<file path="src/rtl/pipelined_fetch_stage.sv">
// Instruction fetch: PC register, redirect/stall/flush control, IF/ID register, fetch counter.
// Latency: IM_Address is combinational from PC; the fetched word lands in IF/ID one edge later.
// Backpressure: Stall holds PC and IF/ID; redirects and Flush override it; the stage never blocks.
module pipelined_fetch_stage #(
    parameter int ADDR_WIDTH = 32,
    parameter int INSTR_WIDTH = 32,
    parameter logic [ADDR_WIDTH-1:0] RESET_VECTOR = '0,
    parameter int PC_STEP = 4,
    parameter int CNT_WIDTH = 16
) (
    input  logic                   Clk,
    input  logic                   Rst,
    input  logic                   Stall,
    input  logic                   Flush,
    input  logic                   BranchTaken,
    input  logic [ADDR_WIDTH-1:0]  BranchTarget,
    input  logic                   JumpTaken,
    input  logic [ADDR_WIDTH-1:0]  JumpTarget,
    output logic [ADDR_WIDTH-1:0]  IM_Address,
    input  logic [INSTR_WIDTH-1:0] IM_Instruction,
    output logic [INSTR_WIDTH-1:0] IF_ID_Instruction,
    output logic [ADDR_WIDTH-1:0]  IF_ID_PCPlus,
    output logic                   IF_ID_Valid,
    output logic                   AlignErr,
    output logic [CNT_WIDTH-1:0]   FetchCount
);

    localparam logic [ADDR_WIDTH-1:0] LOW_MASK = ADDR_WIDTH'(PC_STEP - 1);
    localparam logic [ADDR_WIDTH-1:0] STEP     = ADDR_WIDTH'(PC_STEP);

    typedef struct packed {
        logic [INSTR_WIDTH-1:0] instr;
        logic [ADDR_WIDTH-1:0]  pc_plus;
        logic                   vld;
    } ifid_t;

    logic [ADDR_WIDTH-1:0] pc;
    logic [ADDR_WIDTH-1:0] pc_plus;
    logic [ADDR_WIDTH-1:0] redirect_tgt;
    logic                  redirect;
    logic                  load_vld;
    ifid_t                 ifid;

    // The branch comes from EX and is older than a jump in ID, so it wins.
    assign redirect     = BranchTaken | JumpTaken;
    assign redirect_tgt = BranchTaken ? BranchTarget : JumpTarget;
    assign pc_plus      = pc + STEP;
    assign load_vld     = !redirect && !Flush && !Stall;

    always_ff @(posedge Clk or negedge Rst) begin
        if (!Rst) begin
            pc <= RESET_VECTOR;
        end else if (redirect) begin
            pc <= redirect_tgt & ~LOW_MASK;
        end else if (!Stall) begin
            pc <= pc_plus;
        end
    end

    always_ff @(posedge Clk or negedge Rst) begin
        if (!Rst) begin
            ifid <= '0;
        end else if (redirect || Flush) begin
            ifid <= '0;
        end else if (!Stall) begin
            ifid.instr   <= IM_Instruction;
            ifid.pc_plus <= pc_plus;
            ifid.vld     <= 1'b1;
        end
    end

    always_ff @(posedge Clk or negedge Rst) begin
        if (!Rst) begin
            AlignErr <= 1'b0;
        end else begin
            AlignErr <= redirect && |(redirect_tgt & LOW_MASK);
        end
    end

    // Saturating: a pegged counter is more useful to software than a wrapped one.
    always_ff @(posedge Clk or negedge Rst) begin
        if (!Rst) begin
            FetchCount <= '0;
        end else if (load_vld && (FetchCount != {CNT_WIDTH{1'b1}})) begin
            FetchCount <= FetchCount + CNT_WIDTH'(1);
        end
    end

    assign IM_Address        = pc;
    assign IF_ID_Instruction = ifid.instr;
    assign IF_ID_PCPlus      = ifid.pc_plus;
    assign IF_ID_Valid       = ifid.vld;

endmodule

</file>
<file path="config.mk">
export PLATFORM = sky130hd
export DESIGN_NAME = pipelined_fetch_stage
export DESIGN_NICKNAME = d
export VERILOG_FILES = /design/src/rtl/pipelined_fetch_stage.sv
export SDC_FILE = /design/constraint.sdc
export NUM_CORES = 1
export LEC_CHECK = 0
export ABC_CLOCK_PERIOD_IN_PS = 5100
export CORE_MARGIN = 1
export CORE_UTILIZATION = 48
export DETAILED_ROUTE_END_ITERATION = 8
export HOLD_SLACK_MARGIN = 0.08
export PLACE_DENSITY = 0.92
export SLEW_MARGIN = 40
export SYNTH_ARGS = -nofsm -noshare
export SYNTH_HDL_FRONTEND = slang
export SYNTH_SLANG_ARGS = --single-unit
</file>
<file path="constraint.sdc">
create_clock -name Clk -period 5.1 [get_ports Clk]
set_input_delay 0.765 -clock Clk [delete_from_list [all_inputs] [get_ports Clk]]
set_output_delay 0.765 -clock Clk [all_outputs]
set_load 0.005 [all_outputs]
</file>
# --- Yosys cells after proc, flatten, opt, wreduce, memory -nomap -nowiden ---
# Index checks and enable logic that the tools add are counted.
totals:
  register_bits: 114
  output_inout_bits: 114
classes:
  n_mux: 5
  reduce_logical: 9
  eq_ne: 3
  bitwise_logic: 1
  n_addsub: 2
op_table:
  columns: ["op", "n"]
  rows:
  - ["65-bit two-way mux", 2]
  - ["32-bit two-way mux", 3]
  - ["32-bit by 3-bit adder with 32-bit output, second input constant", 1]
  - ["16-bit by 1-bit adder with 16-bit output, second input constant", 1]
  - ["16-bit inequality test, second input constant", 1]
  - ["1-bit logical AND", 4]
  - ["2-bit by 1-bit inequality test with 1-bit output, second input constant", 2]
  - ["1-bit logical NOT", 3]
  - ["2-bit OR reduction", 1]
  - ["1-bit logical OR", 1]
  - ["1-bit OR", 1]

# --- Depth between registers and ports, before layout ---
# Gate-level depths: netlist of run 1.
logic_depth:
  word_depth: 5
  ltp_mapped: 8

# --- Worst setup path after synthesis of run 1 ---
# OpenSTA, ideal clock, no wires.
synth_path:
  path_kind: "input -> register"
  from: "input BranchTaken"
  to: "register FetchCount[1]"
  cell_stages: 7
  setup_time_ns: 0.125
  path_buffers: 3
  t_arrival_ns: 2.279
  slack_ns: 2.696
  cell_sequence: "buf_6 -> or2_1 -> buf_6 -> or3_4 -> buf_6 -> a21oi_1 -> mux2_2"
synth_between:
  elab_chain_len: 5
synth_lines:
  columns: ["element", "line_no", "source"]
  rows:
  - ["from (decl)", "15", "input logic BranchTaken,"]
  - ["1-bit OR", "45", "assign redirect = BranchTaken | JumpTaken;"]
  - ["1-bit logical NOT", "48", "assign load_vld = !redirect && !Flush && !Stall;"]
  - ["1-bit logical AND (2 in a row)", "48", null]
  - ["1-bit logical AND", "84", "end else if (load_vld && (FetchCount != {CNT_WIDTH{1'b1}})) begin"]
  - ["to (signal assigned)", "85", "FetchCount <= FetchCount + CNT_WIDTH'(1);"]
  - ["to (decl)", "25", "output logic [CNT_WIDTH-1:0] FetchCount"]
# No other way between the ends.
# A chain may end at the register's enable or synchronous reset.

# --- Worst setup path in the final report of run 1 ---
layout_path:
  from: "input JumpTaken"
  to: "register FetchCount[4]"
layout_between:
  elab_chain_len: 5
layout_lines:
  columns: ["element", "line_no", "source"]
  rows:
  - ["from (decl)", "17", "input logic JumpTaken,"]
  - ["1-bit OR", "45", null]
  - ["1-bit logical NOT", "48", null]
  - ["1-bit logical AND (2 in a row)", "48", null]
  - ["1-bit logical AND", "84", null]
# No other way between the ends.

==> results of run 1 <==
[layer usage]
metal  vias to the layer above  GRT usage  part of all wire
met1                      2467      0.343              0.40
met2                       241      0.470              0.48
met4                         0      0.118             0.028
met3                        31     0.0610             0.082
met5                         -          0                 0
li1                       2393          -                 -
[registers in the layout, summed over array words and instances, names as in the netlist]
name,cells
IF_ID_Instruction,32
IM_Address,30
FetchCount,16
AlignErr,1
IF_ID_PCPlus,30
IF_ID_Valid,1
[cells in the final DEF, fill, tap and decap left out, drive strengths merged, types with 13 or more instances in the layout]
master and instances:
a21oi 37, a22o 42, a22oi 16, clkbuf 13, clkdlybuf4s50 209, dfrtp 110
nand2 59, nand3 18, nor2 21, o21ai 52, xnor2 22, xor2 21
[final cells by class]
type                       instances  area [um2]
clock inverter                     3        20.0
fill                             803        3110
tap                              140         175
timing repair buffer             214        2140
multi-input combinational        398        2560
clock buffer                      13         250
sequential                       110        2750
inverter                           6        22.5
[Yosys cell counts, drive strengths merged (3+ instances only)]
cell     instances  area [um2]
xor2            21         184
clkbuf          28         105
nand4           12        81.3
o21a             9        67.6
a22o            42         368
o22a             8        70.1
xnor2           22         193
nand3           18        90.1
and4             8        70.1
dfrtp          110        2750
a31oi            7        43.8
a22oi           16         120
a21oi           37         185
and3             5        31.3
nand2           59         221
buf             14         101
inv              6        22.5
a2bb2oi          7        61.3
or3              3        28.8
and2             5        31.3
nor2            21        83.8
nor3             9        45.0
or2              3        18.8
o21ai           52         260
nor4             6        56.3
[stage by stage]
step | area [um2] | hold WS [ps] | cells | setup slack, ps
after floorplan | 5520 | 469 | 556 | 2700
after global placement | 7640 | 464 | 868 | 1700
after detailed placement | 7650 | 472 | 868 | 1510
after CTS | 7920 | 474 | 884 | 1870
after global routing | 7930 | 497 | 884 | 1710
final | 7930 | 444 | 884 | 1820
[critical path, stage by stage]
cell             delay [ps]
clkdlybuf4s50_1         770
or2_1                   650
or3_4                   580
a21oi_1                 350
and4_1                  260
xor2_1                  170
[cell families (layout without fill, tap and decap cells)]
family / count (synthesis) / count (layout) / synth area share
compound gates: 189 / 189 / 0.230
simple gates: 157 / 157 / 0.149
flops: 110 / 110 / 0.500
buf+inv: 48 / 236 / 0.0416
xor+xnor: 43 / 43 / 0.0684
mux: 3 / 3 / 0.00591
fa+ha+maj: 2 / 2 / 0.00454
other cells: 1 / 4 / 0.000681
[final timing paths]
path,to,slack (ps),cells past startpoint
worst max-delay path,FetchCount[4],1820,6
worst min-delay path,IF_ID_PCPlus[11],440,1
worst max register to register,IM_Address[30],2600,6
worst min register to register,IF_ID_PCPlus[2],480,2
max in group asynchronous,IF_ID_Instruction[30],3480,2
min in group Clk,IF_ID_PCPlus[2],480,2
[power groups by stage]
stage                     Sequential, W  Clock [W]  Combinational, W
after floorplan                 0.00100          0          0.000162
after detailed placement        0.00102          0          0.000395
after global placement          0.00102          0          0.000381
final                           0.00101   0.000659          0.000394
after CTS                       0.00101   0.000666          0.000397
after global routing            0.00102   0.000698          0.000430
==> metrics.json, run 1 <==
{
  "hp-class": "input pin to asynchronous set/reset pin",
  "power_frac_comb": 0.191,
  "arrival_worst_endpoint_ps": 3550,
  "fmaxAchievable_ghz": 0.305,
  "regToRegStartpoint": "IM_Address[2]",
  "syn_to_final_growth_pct": 43.9,
  "cts_tree": "yes",
  "grt_max_degree": 58,
  "cts_made_buffers": 9,
  "timing.critical_path.from": "JumpTaken",
  "place.port_buffers": 211,
  "final.setup.tns_ps": 0,
  "grt_first_pass_wirelength_mm": 25.4,
  "first_iter_violations": 326,
  "floorplan.core_area_um2": 11000,
  "switching_share": 0.271,
  "power.share.clock": 0.319,
  "finalCritPeriodShare": 0.642,
  "synth_top_flop_cell": "dfrtp_1",
  "detail_route.first_pass.iterations": 5,
  "drt-vias-per-instance": 5.81,
  "p_int_w": 0.00150,
  "grt-ovfl-total": 0,
  "clkSinkCount": 110,
  "synth_cell_type_count": 51,
  "rows": 38,
  "cts-resized-gates": 0,
  "synth.ff_latch_count": 110,
  "synth_seq_area_share": 0.500,
  "synth_cells": 553,
  "post_synth_instance_area_um2": 5510,
  "die_h_um": 109,
  "timing.final.setup_violations": 0,
  "floorplan.io_pins": 216,
  "routed-via-count": 5132,
  "route.final.wire_length_mm": 16.2,
  "antenna-diode-count": 0,
  "asyncSetResetFlopFracSynth": 1.00,
  "antenna_violations_before_repair": 0,
  "start_util": 0.499,
  "share_seq_of_total_power": 0.489,
  "postLayoutCoreUtil": 0.718,
  "gp_congestion": 0.865,
  "layout_min_cycle_time_ps": 3280,
  "maxSlewViolCount": 0,
  "maxCapViolCount": 0,
  "die-area_um2": 11900,
  "cts-root-buf": "clkbuf_16",
  "cts.reportedPaths.clkPinSlew_ps": 70,
  "chipWidth_um": 109,
  "cts_hold_buf": 0,
  "finalNetCount": 843,
  "cp-end-kind": "register",
  "setup_repair_after_global_routing_missed_its_margin": "false",
  "number_of_enable_flip_flop_cells_after_synthesis": 0,
  "power.density_cell_area_nw_per_um2": 260,
  "p_switching_w": 0.000558,
  "postCtsSetupBuffers": 0,
  "design_power_total_w": 0.00206,
  "groute.usage.overall": 0.279,
  "syn_area_per_cell_um2": 9.96,
  "crit_path_start_kind": "input pin",
  "final-hold-violation-count": 0,
  "critPathKind": "input pin to register",
  "layout-drive-gt1-share": 0.0484,
  "leak_pwr_nw": 3.25,
  "critical_path_required_ps": 5370,
  "worst-slew-pin-transition_ps": 755,
  "h-tree-depth": 3,
  "critical_path_peak_fanout": 30,
  "run_status": "complete, no violations",
  "clkLatencyLatePin_ps": 350,
  "ctsLongestPathBuffers": 2,
  "clock-skew-final_ps": 6.58,
  "ys.warnings.count": 0,
  "route.antenna.remaining_nets": 0,
  "detailedPlacementHpwl_mm": 11.8,
  "drc_errors": 0,
  "number_of_global_route_vias_before_repair": 5058,
  "worst_slew_margin": 0.496,
  "detail_route.wl_per_cell_um": 18.4,
  "vdd_drop_max_uv": 209
}
Note: power is estimated with default switching activity, not from simulation.
==> run 2, diff against run 1 <==
Settings changed: ABC_CLOCK_PERIOD_IN_PS 5100 to 2900, CORE_UTILIZATION 48 to 40, PLACE_DENSITY 0.92 to 0.82.
Clock period 5.1 ns to 2.9 ns, I/O delays scaled along.
==> run 2 against run 1 <==
Worst setup slack got worse by 1400 ps. Clock power rose by 90%. Core utilization down 11 points. Clock skew rose by 4.0 ps. Combinational power up 82%. Sequential power is 75% higher. Register-to-register slack worse by 2200 ps. Cell area grew 2.1%. Die area up 20%. Cell count is 5.5% higher. Hold slack lost 400 ps. Critical endpoint is now IM_Address[24]. Highest routed layer unchanged.
==> metrics.json, run 2 (synthesized netlist as in run 1, its figures left out) <==
{
  "place.port_buffers": {"value": 211, "change": "unchanged"},
  "clkLatencyLatePin": {"value": 350, "unit": "ps", "change": "about the same"},
  "critical_path_peak_fanout": {"value": 10, "change": "-67%"},
  "ctsLongestPathBuffers": {"value": 2, "change": "unchanged"},
  "power.density_cell_area": {"value": 461, "unit": "nW/um2", "change": "+77%"},
  "power_frac_comb": {"value": 0.192, "change": "about the same"},
  "postLayoutCoreUtil": {"value": 0.606, "change": "-0.112"},
  "power.share.clock": {"value": 0.334, "change": "+0.015"},
  "finalCritPeriodShare": 0.855,
  "fmaxAchievable_ghz": 0.403,
  "cts_made_buffers": {"value": 9, "change": "unchanged"},
  "gp_congestion": {"value": 0.873, "change": "+0.90%"},
  "clock-skew-final": {"value": 10.6, "unit": "ps", "change": "+3.98 ps"},
  "arrival_worst_endpoint": {"value": 2710, "unit": "ps", "change": "-840 ps"},
  "final.setup.tns": {"value": 0, "unit": "ps", "change": "unchanged"},
  "run_status": "complete, no violations",
  "cts.reportedPaths.clkPinSlew": {"value": 70, "unit": "ps", "change": "about the same"},
  "leak_pwr": {"value": 3.33, "unit": "nW", "change": "+2.6%"},
  "clkSinkCount": {"value": 110, "change": "unchanged"},
  "maxSlewViolCount": {"value": 0, "change": "unchanged"},
  "grt_first_pass_wirelength": {"value": 26.7, "unit": "mm", "change": "+5.1%"},
  "start_util": {"value": 0.413, "change": "-0.0867"},
  "route.final.wire_length": {"value": 16.8, "unit": "mm", "change": "+3.3%"},
  "h-tree-depth": {"value": 3, "change": "unchanged"},
  "grt-ovfl-total": {"value": 0, "change": "unchanged"},
  "layout_min_cycle_time_ps": 2480,
  "cts_hold_buf": {"value": 0, "change": "unchanged"},
  "number_of_global_route_vias_before_repair": {"value": 5248, "change": "+3.8%"},
  "final-hold-violation-count": {"value": 0, "change": "unchanged"},
  "cts-resized-gates": {"value": 0, "change": "unchanged"},
  "cts-root-buf": "clkbuf_16",
  "die_h": {"value": 119, "unit": "um", "change": "+9.4%"},
  "share_seq_of_total_power": {"value": 0.475, "change": "-0.014"},
  "rows": {"value": 42, "change": "+11%"},
  "drt-vias-per-instance": {"value": 5.61, "change": "-3.4%"},
  "floorplan.core_area": {"value": 13300, "unit": "um2", "change": "+21%"},
  "hp-class": "input pin to asynchronous set/reset pin",
  "p_switching": {"value": 0.000994, "unit": "W", "change": "+78%"},
  "route.antenna.remaining_nets": {"value": 0, "change": "unchanged"},
  "finalNetCount": {"value": 857, "change": "+1.7%"},
  "groute.usage.overall": {"value": 0.237, "change": "-0.0415"},
  "grt_max_degree": {"value": 59, "change": "+1.7%"},
  "worst-slew-pin-transition": {"value": 677, "unit": "ps", "change": "-77.5 ps"},
  "worst_slew_margin": {"value": 0.544, "change": "+0.0480"},
  "drc_errors": {"value": 0, "change": "unchanged"},
  "floorplan.io_pins": {"value": 216, "change": "unchanged"},
  "antenna-diode-count": {"value": 0, "change": "unchanged"},
  "sequential_area": {"value": 2750, "unit": "um2", "change": "unchanged"},
  "mostFrequentLayoutCells": "209 x clkdlybuf4s50_1, 110 x dfrtp_1, 59 x nand2_1",
  "die-area": {"value": 14200, "unit": "um2", "change": "+20%"},
  "detail_route.first_pass.iterations": {"value": 5, "change": "unchanged"},
  "vdd_drop_max": {"value": 248, "unit": "uV", "change": "+19%"},
  "setup_repair_after_global_routing_missed_its_margin": "false",
  "design_power_total": {"value": 0.00373, "unit": "W", "change": "+81%"},
  "p_int": {"value": 0.00274, "unit": "W", "change": "+82%"},
  "antenna_violations_before_repair": {"value": 0, "change": "unchanged"},
  "critPathKind": "register to register",
  "crit_path_start_kind": "register",
  "multi_input_area": {"value": 2550, "unit": "um2", "change": "-0.39%"},
  "routed-via-count": {"value": 5231, "change": "+1.9%"},
  "cts_tree": "yes",
  "first_iter_violations": {"value": 354, "change": "+8.6%"},
  "detailedPlacementHpwl": {"value": 12.3, "unit": "mm", "change": "+4.2%"},
  "most_common_cell_after_layout_fill_and_taps_aside": "clkdlybuf4s50_1",
  "syn_to_final_growth_pct": 47.0,
  "layout-drive-gt1-share": {"value": 0.0661, "change": "+0.0177"},
  "maxCapViolCount": {"value": 0, "change": "unchanged"},
  "critical_path_required": {"value": 3130, "unit": "ps", "change": "-2240 ps"},
  "cp-end-kind": "register",
  "chipWidth": {"value": 119, "unit": "um", "change": "+9.4%"},
  "fillers": {"value": 1118, "change": "+39%"},
  "postCtsSetupBuffers": {"value": 0, "change": "unchanged"},
  "timing.final.setup_violations": {"value": 0, "change": "unchanged"},
  "detail_route.wl_per_cell": {"value": 18.0, "unit": "um", "change": "-2.2%"},
  "largest_register_ff_count": {"value": 32, "change": "unchanged"},
  "switching_share": {"value": 0.266, "change": "-0.00445"}
}
## run 2: power by group through the flow
stage / registers [W] / logic, W / clock network (W)
5_1_grt: 0.00179 / 0.000777 / 0.00132
3_3_place_gp: 0.00179 / 0.000695 / 0
2_1_floorplan: 0.00176 / 0.000284 / 0
4_1_cts: 0.00177 / 0.000720 / 0.00127
3_5_place_dp: 0.00180 / 0.000715 / 0
6_report: 0.00177 / 0.000716 / 0.00125
## run 2: critical path, cell delays in order (launching register included)
cell	delay (ps)
dfrtp_1	510
ha_1	320
and4_1	370
nand4_2	330
nor3_1	520
a21oi_1	130
o22a_1	190
## run 2: routing by layer
layer | GRT usage | routed length, um | vias up
met5 | 0 | 0 | -
met4 | 0.0688 | 246 | 0
met3 | 0.0503 | 1400 | 24
met2 | 0.416 | 8390 | 265
met1 | 0.292 | 6730 | 2518
li1 | - | - | 2424
## run 2: final timing paths
kind	end	cells after the start	slack, ps	from
worst min-delay path	FetchCount[7]	1	40	Rst
max in group asynchronous	IF_ID_Instruction[21]	2	2130	Rst
worst max-delay path	IM_Address[24]	6	420	IM_Address[2]
worst min register to register	IF_ID_PCPlus[2]	2	480	IF_ID_PCPlus[2]
worst max register to register	IM_Address[24]	6	420	IM_Address[2]
min in group Clk	IF_ID_PCPlus[2]	2	480	IF_ID_PCPlus[2]
## run 2: through the flow
stage | cells | worst slack [ps] | instance area [um2] | hold slack [ps]
6_report | 933 | 420 | 8090 | 40.7
5_1_grt | 933 | 320 | 8090 | 101
4_1_cts | 933 | 437 | 8090 | 186
3_5_place_dp | 918 | 433 | 7790 | 474
3_3_place_gp | 918 | 516 | 7790 | 464
2_1_floorplan | 556 | 826 | 5520 | 139
## run 2: final cells by class
type | instances | share of cell area
clock inverter | 5 | 0.00727
sequential | 110 | 0.340
timing repair buffer | 228 | 0.278
tap | 176 | 0.0272
clock buffer | 10 | 0.0295
inverter | 6 | 0.00278
multi-input combinational | 398 | 0.315
==> run 3, diff against run 2 <==
Settings changed: CELL_PAD_IN_SITES_DETAIL_PLACEMENT set to 0, CELL_PAD_IN_SITES_GLOBAL_PLACEMENT set to 2, CORE_MARGIN 1 to 3, CORE_UTILIZATION 40 to 23, PLACE_DENSITY 0.82 to 0.81, REMOVE_ABC_BUFFERS set to 1.
==> run 3 against run 2 <==
Routed wire length rose by 20%. Clock skew is 1.6 ps lower. Core utilization is 24 points lower. Largest cell class unchanged.
==> metrics.json, run 3 (synthesized netlist as in run 1, its figures left out) <==
{
  "vdd_drop_max": {"value": 216, "unit": "uV", "change": "-13%"},
  "largest_register_ff_count": {"value": 32, "change": "unchanged"},
  "critical_path_peak_fanout": {"value": 10, "change": "unchanged"},
  "chipWidth": {"value": 161, "unit": "um", "change": "+35%"},
  "clkLatencyLatePin": {"value": 350, "unit": "ps", "change": "about the same"},
  "h-tree-depth": {"value": 3, "change": "unchanged"},
  "placed_area": {"value": 8040, "unit": "um2", "change": "+3.1%"},
  "critical_path.top_delay_family": "simple AND/OR/NAND/NOR gates",
  "die-area": {"value": 25800, "unit": "um2", "change": "+81%"},
  "groute.usage.overall": {"value": 0.152, "change": "-0.0855"},
  "run_status": "complete, no violations",
  "r2r.worst_path.cells": {"value": 6, "change": "unchanged"},
  "leak_pwr": {"value": 3.38, "unit": "nW", "change": "+1.6%"},
  "syn_to_final_growth_pct": 51.8,
  "post_route_design_area": {"value": 8360, "unit": "um2", "change": "+3.3%"},
  "mostFrequentLayoutCells": "209 x clkdlybuf4s50_1, 110 x dfrtp_1, 59 x nand2_1",
  "rows": {"value": 55, "change": "+31%"},
  "most_common_cell_after_layout_fill_and_taps_aside": "clkdlybuf4s50_1",
  "worst_slew_margin": {"value": 0.576, "change": "+0.0317"},
  "critical_path_required": {"value": 3140, "unit": "ps", "change": "about the same"},
  "layout_min_cycle_time": {"value": 2360, "unit": "ps", "change": "-122 ps"},
  "cts-resized-gates": {"value": 0, "change": "unchanged"},
  "cts-root-buf": "clkbuf_16",
  "grt_first_pass_wirelength": {"value": 30.7, "unit": "mm", "change": "+15%"},
  "number_of_global_route_vias_before_repair": {"value": 5078, "change": "-3.2%"},
  "cts_made_buffers": {"value": 9, "change": "unchanged"},
  "cts_tree": "yes",
  "start_util": {"value": 0.239, "change": "-0.174"},
  "antenna-diode-count": {"value": 0, "change": "unchanged"},
  "finalCritPeriodShare": {"value": 0.813, "change": "-0.0419"},
  "worst-slew-pin-transition": {"value": 636, "unit": "ps", "change": "-41.4 ps"},
  "route.final.wire_length": {"value": 20.1, "unit": "mm", "change": "+20%"},
  "crit_buf_inv": {"value": 0, "change": "unchanged"},
  "grt_max_degree": {"value": 45, "change": "-24%"},
  "timing.final.setup_violations": {"value": 0, "change": "unchanged"},
  "r2r-end": "IM_Address[30]",
  "finalNetCount": {"value": 865, "change": "+0.93%"},
  "drt-vias-per-instance": {"value": 4.71, "change": "-16%"},
  "critPathKind": "register to register",
  "place.port_buffers": {"value": 211, "change": "unchanged"},
  "fin_cells": {"value": 1079, "change": "+16%"},
  "postCtsSetupBuffers": {"value": 0, "change": "unchanged"},
  "routed-via-count": {"value": 5080, "change": "-2.9%"},
  "hp-class": "input pin to asynchronous set/reset pin",
  "detail_route.wl_per_cell": {"value": 18.6, "unit": "um", "change": "+3.5%"},
  "maxCapViolCount": {"value": 0, "change": "unchanged"},
  "die_h": {"value": 161, "unit": "um", "change": "+35%"},
  "postLayoutCoreUtil": {"value": 0.363, "change": "-0.244"},
  "setup_repair_after_global_routing_missed_its_margin": "false",
  "clkSinkCount": {"value": 110, "change": "unchanged"},
  "detail_route.first_pass.iterations": {"value": 4, "change": "-1"},
  "cts.reportedPaths.clkPinSlew": {"value": 80, "unit": "ps", "change": "about the same"},
  "drc_errors": {"value": 0, "change": "unchanged"},
  "gp_congestion": {"value": 0.776, "change": "-11%"},
  "worst-r2r-setup-slack": {"value": 540, "unit": "ps", "change": "+120 ps"},
  "maxSlewViolCount": {"value": 0, "change": "unchanged"},
  "detailedPlacementHpwl": {"value": 14.7, "unit": "mm", "change": "+19%"},
  "grt-ovfl-total": {"value": 0, "change": "unchanged"},
  "design_power_total": {"value": 0.00387, "unit": "W", "change": "+3.6%"},
  "crit_path_start_kind": "register",
  "layout-drive-gt1-share": {"value": 0.0757, "change": "+0.00967"},
  "power.density_cell_area": {"value": 463, "unit": "nW/um2", "change": "+0.30%"},
  "antenna_violations_before_repair": {"value": 0, "change": "unchanged"},
  "first_iter_violations": {"value": 250, "change": "-29%"},
  "ctsLongestPathBuffers": {"value": 2, "change": "unchanged"},
  "cp_cell_sequence": "ha_1 > and4_1 > nand4_2 > nor4_2 > a31oi_1 > o22a_1",
  "floorplan.io_pins": {"value": 216, "change": "unchanged"},
  "route.antenna.remaining_nets": {"value": 0, "change": "unchanged"},
  "clock-skew-final": {"value": 8.95, "unit": "ps", "change": "-1.61 ps"},
  "slowest_cell_on_crit_path": "nor4_2",
  "fmaxAchievable": {"value": 0.424, "unit": "GHz", "change": "+5.2%"},
  "critical_path_cell_count": {"value": 6, "change": "unchanged"},
  "cpPeakStageDelay": {"value": 510, "unit": "ps", "change": "about the same"},
  "placed_instance_count": {"value": 1063, "change": "+16%"},
  "cp-end-kind": "register",
  "cts_hold_buf": {"value": 0, "change": "unchanged"},
  "final-hold-violation-count": {"value": 0, "change": "unchanged"},
  "hold_ws": {"value": 90.3, "unit": "ps", "change": "+49.5 ps"},
  "regToRegStartpoint": "IM_Address[3]",
  "arrival_worst_endpoint": {"value": 2600, "unit": "ps", "change": "-110 ps"},
  "floorplan.core_area": {"value": 23100, "unit": "um2", "change": "+73%"}
}
[run 3: cell types whose count changed in the layout (fill, tap and decap cells not counted), sizes merged]
cell and change:
buf +8, bufinv +1, clkinv +1, clkinvlp -1
[run 3: area by class of cell]
| cell class | instances | area (um2) |
|---|---|---|
| multi-input cells | 398 | 2550 |
| inverters | 6 | 22.5 |
| flip-flops and latches | 110 | 2750 |
| fillers | 2336 | 14700 |
| clock inverters | 6 | 93.8 |
| well taps | 313 | 392 |
| repair buffers | 236 | 2320 |
| clock buffers | 10 | 229 |
[run 3: how the worst max path moves through the flow]
| stage | endpoint | startpoint |
|---|---|---|
| 3_5_place_dp | FetchCount[14] | JumpTaken |
| 2_1_floorplan | IF_ID_Instruction[0] | JumpTaken |
| 4_1_cts | IM_Address[30] | IM_Address[3] |
| 3_3_place_gp | FetchCount[14] | JumpTaken |
| 5_1_grt | IM_Address[30] | IM_Address[3] |
| 6_report | IM_Address[30] | IM_Address[3] |
[run 3: power by group]
| part | total (W) | internal (W) | switching [W] |
|---|---|---|---|
| clock network | 0.00137 | 0.000765 | 0.000602 |
| logic | 0.000750 | 0.000437 | 0.000313 |
| registers | 0.00175 | 0.00162 | 0.000128 |
[run 3: stage by stage]
stage / setup slack [ps] / setup TNS [ps]
final: 541 / 0
after global routing: 327 / 0
after CTS: 509 / 0
after detailed placement: 364 / 0
after global placement: 399 / 0
after floorplan: -1570 / -93020
[run 3: layer usage]
metal,global-route usage,up-vias,wire [um]
met3,0.0348,20,1370
met1,0.212,2427,9410
met2,0.235,189,8910
met5,0,-,0
met4,0.0422,0,369
li1,-,2444,-
